<file path="src/rtl/fft_bitrev_reorder.sv">
// Bit-reversed to natural-order frame reorder for the SDF FFT output, using a ping-pong bank pair.
// Optional sticky drop flag: define FFT_REORDER_OVF_FLAG_EN to add the ovf output.
module fft_bitrev_reorder #(
    parameter int DATA_WIDTH = 16,
    parameter int N_POINTS   = 16
) (
    input  logic                  clk,
    input  logic                  rst,
    input  logic                  in_val,
    input  logic [DATA_WIDTH-1:0] in_re,
    input  logic [DATA_WIDTH-1:0] in_im,
    output logic                  in_ready,
    output logic                  out_val,
    input  logic                  out_ready,
    output logic [DATA_WIDTH-1:0] out_re,
    output logic [DATA_WIDTH-1:0] out_im,
    output logic                  out_last
`ifdef FFT_REORDER_OVF_FLAG_EN
    ,
    output logic                  ovf
`endif
);

    localparam int AW = $clog2(N_POINTS);
    localparam logic [AW-1:0] LAST_IDX = AW'(N_POINTS - 1);

    function automatic logic [AW-1:0] bitRev(input logic [AW-1:0] v);
        logic [AW-1:0] r;
        r = '0;
        for (int i = 0; i < AW; i++) begin
            r[i] = v[AW-1-i];
        end
        return r;
    endfunction

    // Bank select is the address MSB: entries [0,N) are bank 0, [N,2N) are bank 1.
    logic [DATA_WIDTH-1:0] r_memRe [2*N_POINTS];
    logic [DATA_WIDTH-1:0] r_memIm [2*N_POINTS];

    logic [1:0]            r_full;
    logic                  r_wsel;
    logic                  r_rsel;
    logic [AW-1:0]         r_wcnt;
    logic [AW-1:0]         r_rcnt;
    logic                  r_outVal;
    logic [DATA_WIDTH-1:0] r_outRe;
    logic [DATA_WIDTH-1:0] r_outIm;
    logic                  r_outLast;

    logic                  w_wr;
    logic                  w_wrDone;
    logic                  w_load;
    logic                  w_rdDone;
    logic [AW:0]           w_wrAddr;
    logic [AW:0]           w_rdAddr;
    logic [1:0]            w_fullNext;

    assign in_ready = !r_full[r_wsel];
    assign w_wr     = in_val && in_ready;
    assign w_wrDone = w_wr && (r_wcnt == LAST_IDX);
    assign w_load   = r_full[r_rsel] && (!r_outVal || out_ready);
    assign w_rdDone = w_load && (r_rcnt == LAST_IDX);
    assign w_wrAddr = {r_wsel, bitRev(r_wcnt)};
    assign w_rdAddr = {r_rsel, r_rcnt};

    always_ff @(posedge clk) begin
        if (w_wr) begin
            r_memRe[w_wrAddr] <= in_re;
            r_memIm[w_wrAddr] <= in_im;
        end
    end

    // A completing write and a completing read always hit different banks,
    // since writes need the bank empty and reads need it full.
    always_comb begin
        w_fullNext = r_full;
        if (w_wrDone) begin
            w_fullNext[r_wsel] = 1'b1;
        end
        if (w_rdDone) begin
            w_fullNext[r_rsel] = 1'b0;
        end
    end

    always_ff @(posedge clk or negedge rst) begin
        if (!rst) begin
            r_full <= 2'b00;
            r_wsel <= 1'b0;
            r_wcnt <= '0;
        end else begin
            r_full <= w_fullNext;
            if (w_wr) begin
                r_wcnt <= (r_wcnt == LAST_IDX) ? '0 : r_wcnt + 1'b1;
                if (w_wrDone) begin
                    r_wsel <= ~r_wsel;
                end
            end
        end
    end

    always_ff @(posedge clk or negedge rst) begin
        if (!rst) begin
            r_rsel    <= 1'b0;
            r_rcnt    <= '0;
            r_outVal  <= 1'b0;
            r_outRe   <= '0;
            r_outIm   <= '0;
            r_outLast <= 1'b0;
        end else if (w_load) begin
            r_outRe   <= r_memRe[w_rdAddr];
            r_outIm   <= r_memIm[w_rdAddr];
            r_outLast <= (r_rcnt == LAST_IDX);
            r_outVal  <= 1'b1;
            r_rcnt    <= (r_rcnt == LAST_IDX) ? '0 : r_rcnt + 1'b1;
            if (w_rdDone) begin
                r_rsel <= ~r_rsel;
            end
        end else if (out_ready) begin
            r_outVal  <= 1'b0;
            r_outLast <= 1'b0;
        end
    end

    assign out_val  = r_outVal;
    assign out_re   = r_outRe;
    assign out_im   = r_outIm;
    assign out_last = r_outLast;

`ifdef FFT_REORDER_OVF_FLAG_EN
    logic r_ovf;

    always_ff @(posedge clk or negedge rst) begin
        if (!rst) begin
            r_ovf <= 1'b0;
        end else if (in_val && !in_ready) begin
            r_ovf <= 1'b1;
        end
    end

    assign ovf = r_ovf;
`endif

endmodule

</file>
<file path="config.mk">
export PLATFORM = sky130hd
export DESIGN_NAME = fft_bitrev_reorder
export DESIGN_NICKNAME = d
export VERILOG_FILES = /design/src/rtl/fft_bitrev_reorder.sv
export SDC_FILE = /design/constraint.sdc
export NUM_CORES = 1
export LEC_CHECK = 0
export CAP_MARGIN = 40
export CORE_MARGIN = 1.5
export CORE_UTILIZATION = 62
export CTS_CLUSTER_DIAMETER = 60
export DETAILED_ROUTE_END_ITERATION = 16
export PLACE_DENSITY = 0.86
export SYNTH_ARGS = -nofsm -noshare
export SYNTH_HDL_FRONTEND = slang
export SYNTH_SLANG_ARGS = --single-unit
</file>
<file path="constraint.sdc">
create_clock -name clk -period 3.8 [get_ports clk]
set_clock_uncertainty 0.05 [all_clocks]
set_input_delay 0.57 -clock clk [delete_from_list [all_inputs] [get_ports clk]]
set_output_delay 0.57 -clock clk [all_outputs]
set_load 0.005 [all_outputs]
</file>
==> results of run 1 <==
-- metal layers --
| metal | GRT usage [%] | wire, um | vias up |
|---|---|---|---|
| met3 | 6.44 | 11000 | 369 |
| met5 | 0 | 18 | - |
| li1 | - | - | 8399 |
| met1 | 41.0 | 36400 | 11100 |
| met2 | 52.6 | 53000 | 1836 |
| met4 | 16.1 | 6060 | 4 |
-- per-stage QoR --
step | instance area (um2) | setup WS, ns | util (%) | cells
floorplan | 41400 | 0.445 | - | 1922
global placement | 43800 | 0.645 | 66.4 | 2832
detailed placement | 44000 | 0.602 | 66.7 | 2846
CTS | 47500 | 0.706 | 72.0 | 3042
global route | 47500 | 0.617 | 72.0 | 3042
finish | 47500 | 0.640 | 72.0 | 3043
-- layout by cell type (no fill, tap or decap), types with 11 or more instances in the layout --
cell,instances
o2111ai_1,64
mux2_2,160
mux2i_1,66
bufinv_16,12
dfrtp_1,42
buf_8,12
clkbuf_1,23
a22oi_1,32
clkbuf_8,11
nor2_4,34
clkinv_1,11
mux2_4,32
clkinv_2,20
nand2_1,70
clkbuf_16,105
edfxtp_1,1024
clkdlybuf4s50_1,69
a222oi_1,32
mux4_2,160
o211a_1,32
buf_12,27
buf_4,67
-- synthesized netlist by cell type, types with 4 or more instances --
cell type / number / area share (%)
a222oi_1: 32 / 0.77
a22oi_1: 32 / 0.58
buf_2: 50 / 0.60
buf_4: 12 / 0.22
buf_6: 16 / 0.44
clkbuf_1: 35 / 0.32
dfrtp_1: 46 / 2.8
edfxtp_1: 1024 / 74
mux2_1: 4 / 0.11
mux2_2: 160 / 4.4
mux2_4: 32 / 1.2
mux2i_1: 66 / 1.6
mux4_2: 160 / 8.7
nand2_1: 70 / 0.63
nand3_1: 4 / 0.048
nor2_1: 36 / 0.33
o2111ai_1: 64 / 1.4
o211a_1: 32 / 0.77
-- worst min path at each step --
stage / to / start / slack [ns] / cells after the start
after floorplan: out_im[0]$_DFFE_PN0P_ / rst / 0.22 / 0
after global placement: out_im[0]$_DFFE_PN0P_ / out_im[0]$_DFFE_PN0P_ / 0.51 / 1
after detailed placement: out_im[0]$_DFFE_PN0P_ / out_im[0]$_DFFE_PN0P_ / 0.51 / 1
after CTS: out_im[15]$_DFFE_PN0P_ / rst / 0.48 / 2
after global routing: out_im[6]$_DFFE_PN0P_ / rst / 0.54 / 2
final: out_im[6]$_DFFE_PN0P_ / rst / 0.49 / 2
-- kinds of logic after synthesis --
group / count (synthesis) / share of synthesized area [%]
flip-flops: 1070 / 77.0
multiplexers: 423 / 16.0
AO/OA/AOI/OAI: 170 / 3.63
AND/OR/NAND/NOR: 134 / 1.43
buffers and inverters: 120 / 1.80
XOR/XNOR: 3 / 0.0635
adder cells (fa/ha/maj): 2 / 0.0604
-- registers in the layout (all words and copies together), names as in the netlist --
name,flops
out_im,16
r_rsel,1
r_memRe,512
r_full,2
out_re,16
r_wsel,1
out_val,1
r_memIm,512
r_rcnt,4
r_wcnt,4
out_last,1
-- power breakdown --
part	internal, uW	leakage, uW	total (uW)	switching (uW)
clock network	6140	0.00172	10600	4450
logic	3930	0.00375	8720	4790
registers	13700	0.00973	14400	730
-- critical path: stages (launching register included) --
cell	delay, ns
dfrtp_1	0.67
mux2i_4	0.37
and2_1	0.32
or3b_1	0.69
nor2_4	0.47
buf_12	0.24
-- layout make-up --
cell class	instances	area, um2	area share (%)
flip-flops and latches	1070	31900	67.1
repair buffers	179	1970	4.14
diodes	1	2.50	0.00527
well taps	864	1080	2.27
multi-input cells	732	9040	19.0
clock buffers	139	2870	6.03
inverters	2	7.51	0.0158
clock inverters	56	651	1.37
==> impl_results.md, run 1 <==
- Insertion delay to the later sink of the worst-skew pair: 0.70 ns
- PwrDens: between 700 and 800 nW/um2
- Routed vias: 21700
- H-tree levels: 3
- Die Wd: 261 um
- Post-synthesis async set-or-reset flop share: around 4.3%
- Area grow syn2layout: 14.8%
- Max Cap Violations: 0
- PostCTS Resize Cnt: 0
- Antenna violations before repair: 3
- Drt first-iter violations: between 3000 and 4000
- Crit path required time: 4.12 ns
- Grt total ovfl: 0
- Tightest Pin Transition: 0.894 ns
- Final HPWL DP: ~60000 um
- WS Path Type: register to register
- Maximum VDD drop: 0.567 mV
- Post CTS Setup Buffer Count: 0
- Final #Nets: 2126
- Syn Area/Cell: between 20 and 25 um2
- Port Buf Inserts: 70
- Worst r2r src: r_wsel$_DFFE_PN0P_
- Setup TNS: 0 ns
- CP startpoint: r_wsel$_DFFE_PN0P_
- Largest net degree at the start of global routing: 94
- Main synth FF type: edfxtp_1
- #FFs+latches synth: 1070
- Worst setup SP type: register
- Final Hold Vio Count: 0
- Mapped Cells: roughly 1900
- Leak Pwr: 0.0152 uW
- Detailed Routing Iterations Pass 1: 10
- CTS root buf: clkbuf_16
- Die H: around 260 um
- Hold_buf cts: 1
- Routed wire per std cell: roughly 35 um
- Routed Antenna Nets: 0
- FF-to-FF End: r_memRe[28][7]$_DFFE_PP_
- Total power: 33700 uW
- Post-route DRC: 0
- GP Congestion: 0.901
- TritonCTS clock tree: built
- Max Fclk: about 320 MHz
- Crit share post-route: 83.2%
- Status: finished clean
- CTS clk-pin slew, worst paths: 0.06 ns
- Worst Path Max Fanout: 22
- TritonCTS Sinks: roughly 1100
- I/O Pins: 71
- WL final: 107000 um
- Slew margin rel.: 40.4%
- Final setup fails: 0
- R2R cell count: 5
- Worst min path class: input port to asynchronous set/reset pin
- Initial core utilization: 62.8%
- Std-Cell Rows: 94
- WHS: 0.495 ns
- EDFF count, synth: around 1000
- Fin. max-slew vios: 0
- First-pass GRT wire length: 154000 um
- Syn Nets: 1960
- Cts bufs inserted: just over 100
- Die area: 68300 um2
- Period minus WS final: 3.16 ns
- RSZ-0062 raised after global routing: false
- FILL cells: 3372
- Vias in the first global route: 22200
- Crit. End Element: register
- Share of layout cells above drive strength 1: 30.6%
- Clock buffer depth: 3
- WP data arrival: 3.48 ns
- Mapped Area: slightly above 40000 um2
- R2R Setup Slk: 0.64 ns
- Via-to-Cell Ratio: between 7 and 8
- Total core area: 66000 um2
- Total GRT Usage: between 30% and 40%
- Distinct cells, synth: 42
- Synth warn: 0
- Register area share after synthesis: 77.0%
- End point of the critical path: r_memRe[28][7]$_DFFE_PP_
Power figures use the tool's default switching activity.
==> inputs of run 2 (changes only) <==
- CORE_UTILIZATION: 62 -> 56
- PLACE_DENSITY: 0.86 -> 0.83
- clock period: 3.8 -> 2.7 ns (I/O delays scaled with it)
==> impl_results.md, run 2 (same netlist as run 1, synthesis figures left out) <==
- Layout Utilization: 66.2% (-5.8 points)
- Worst r2r src: r_rcnt[1]$_DFFE_PN0P_
- Logic pwr share: 26.4% (+0.6 points)
- Int Power: 34500 uW (+45%)
- Fin. max-slew vios: 0 (unchanged)
- R2R cell count: 6 (+1)
- WS Path Type: register to register
- PostCTS Resize Cnt: 0 (unchanged)
- Most frequent cells in the layout: 1024 x edfxtp_1, 160 x mux4_2, 160 x mux2_2, 106 x buf_4, 105 x clkbuf_16
- FILL cells: 4324 (+28%)
- Clock buffer depth: 3 (unchanged)
- Die Wd: 275 um (+5.2%)
- Slew margin rel.: 38.1% (-2.3 points)
- PwrDens: 993 nW/um2 (+40%)
- Fin area: 48400 um2 (+1.9%)
- H-tree levels: 3 (unchanged)
- Most common cell after layout, fill and taps aside: edfxtp_1
- TritonCTS Sinks: 1070 (unchanged)
- CTS clk-pin slew, worst paths: 0.07 ns (about the same)
- Tightest Pin Transition: 0.928 ns (+0.0343 ns)
- Sequential power share: 41.7% (-1.1 points)
- RSZ-0062 raised after global routing: false
- Port Buf Inserts: 70 (unchanged)
- Multi-input logic area: 9040 um2 (unchanged)
- Cts bufs inserted: 104 (+0.97%)
- Total core area: 73100 um2 (+11%)
- Period minus WS final: 2.49 ns (-0.668 ns)
- Die area: 75600 um2 (+11%)
- Status: finished clean
- GP Congestion: 0.827 (-8.1%)
- Routed wire per std cell: 32.2 um (-8.0%)
- Post CTS Setup Buffer Count: 0 (unchanged)
- Crit path required time: 3.19 ns (-0.93 ns)
- WP data arrival: 2.98 ns (-0.50 ns)
- Largest net degree at the start of global routing: 88 (-6.4%)
- Sw frac: 28.2% (-1.4 points)
- Final Hold Vio Count: 0 (unchanged)
- Antenna violations before repair: 2 (-1)
- WHS: 0.375 ns (-0.120 ns)
- Max Cap Violations: 0 (unchanged)
- Leak Pwr: 0.0156 uW (+2.6%)
- Final setup fails: 0 (unchanged)
- Initial core utilization: 56.7% (-6.1 points)
- Register area: 31900 um2 (unchanged)
- Total GRT Usage: 27.8% (-4.2 points)
- R2R Setup Slk: 0.21 ns (-0.43 ns)
- Grt total ovfl: 0 (unchanged)
- Worst Path Max Fanout: 26 (+18%)
- Setup TNS: 0 ns (unchanged)
- Final HPWL DP: 56500 um (-5.3%)
- Drt first-iter violations: 2825 (-17%)
- Vias in the first global route: 22300 (+0.54%)
- Post-route DRC: 0 (unchanged)
- Final #Nets: 2180 (+2.5%)
- Worst setup SP type: register
- FF-to-FF End: out_im[4]$_DFFE_PN0P_
- Final worst setup slack: 0.208 ns (-0.432 ns)
- Share of layout cells above drive strength 1: 32.6% (+2.0 points)
- I/O Pins: 71 (unchanged)
- WL final: 103000 um (-3.6%)
- TritonCTS clock tree: built
- Worst slack, placed: 0.141 ns (-0.461 ns)
- Routed Antenna Nets: 0 (unchanged)
- Maximum VDD drop: 0.861 mV (+52%)
- Detailed Routing Iterations Pass 1: 9 (-1)
- Top flop regs: r_memIm x512, r_memRe x512
- Crit share post-route: 92.3% (+9.1 points)
- Via-to-Cell Ratio: 6.67 (-6.7%)
- CTS root buf: clkbuf_16
- Die H: 275 um (+5.2%)
- Area grow syn2layout: 16.9%
- Dpl cell area: 44800 um2 (+1.7%)
- Sw Pwr: 13500 uW (+36%)
- Max Fclk: 401 MHz (+27%)
- Routed vias: 21300 (-2.2%)
- First-pass GRT wire length: 150000 um (-2.4%)
- Clock power share: 32.0% (+0.6 points)
- Std-Cell Rows: 99 (+5.3%)
- Crit. End Element: register
- Insertion delay to the later sink of the worst-skew pair: 0.67 ns (-0.03 ns)
- Worst min path class: input port to asynchronous set/reset pin
==> run 2: cell types whose count changed in the layout (fill, tap and decap cells not counted), sizes merged <==
cell and delta:
buf +53, clkinv -1, bufinv +7, clkinvlp -1
clkbuf -7
==> run 2: routing by layer <==
metal  global-route usage (%)  part of all wire [%]  vias up
li1                         -                     -     8506
met2                     44.6                    49     1520
met3                     5.66                   9.6      279
met4                     14.2                   5.3        4
met1                     36.5                    36    11000
met5                        0                 0.026        -
==> run 2: what timing repair did <==
action / 4_1_cts / 5_1_grt
hold endpoints to repair: 25 / 0
setup endpoints to repair: 0 / 0
hold buffers: 1 / 0
==> run 2: how the worst max path moves through the flow <==
stage | start | endpoint | slack (ns) | cells after the start
3_3_place_gp | in_val | r_memRe[16][8]$_DFFE_PP_ | 0.17 | 6
2_1_floorplan | r_wsel$_DFFE_PN0P_ | r_memIm[14][0]$_DFFE_PP_ | -0.44 | 6
5_1_grt | r_rcnt[1]$_DFFE_PN0P_ | out_im[4]$_DFFE_PN0P_ | 0.13 | 6
3_5_place_dp | in_val | r_memRe[16][9]$_DFFE_PP_ | 0.14 | 6
4_1_cts | r_rcnt[1]$_DFFE_PN0P_ | out_im[4]$_DFFE_PN0P_ | 0.24 | 6
6_report | r_rcnt[1]$_DFFE_PN0P_ | out_im[4]$_DFFE_PN0P_ | 0.21 | 6
==> run 2: power by group through the flow <==
stage,sequential [uW],combinational [uW],clock [uW]
3_3_place_gp,20300,12100,0
6_report,20000,12700,15400
2_1_floorplan,19900,8360,0
4_1_cts,20000,12700,15500
3_5_place_dp,20300,12500,0
5_1_grt,20100,13200,16100
==> run 2: worst max-delay path, stage by stage, from the launching register on <==
cell	delay [ns]
dfrtp_4	0.59
buf_12	0.28
buf_4	0.20
mux4_2	0.53
mux2i_1	0.21
o2111ai_1	0.25
o211a_1	0.22
==> run 2: final cells by class <==
class,instances,area share [%]
Timing Repair Buffer,232,5.39
Inverter,2,0.0155
Clock inverter,61,1.64
Multi-Input combinational cell,732,18.7
Sequential cell,1070,65.9
Tap cell,959,2.48
Clock buffer,132,5.88
Antenna cell,1,0.00517
==> run 2: per-stage QoR <==
step / power [uW] / std cells
floorplan: 28300 / 1922
global placement: 32400 / 2993
detailed placement: 32800 / 2994
CTS: 48200 / 3188
global route: 49400 / 3188
finish: 48100 / 3189
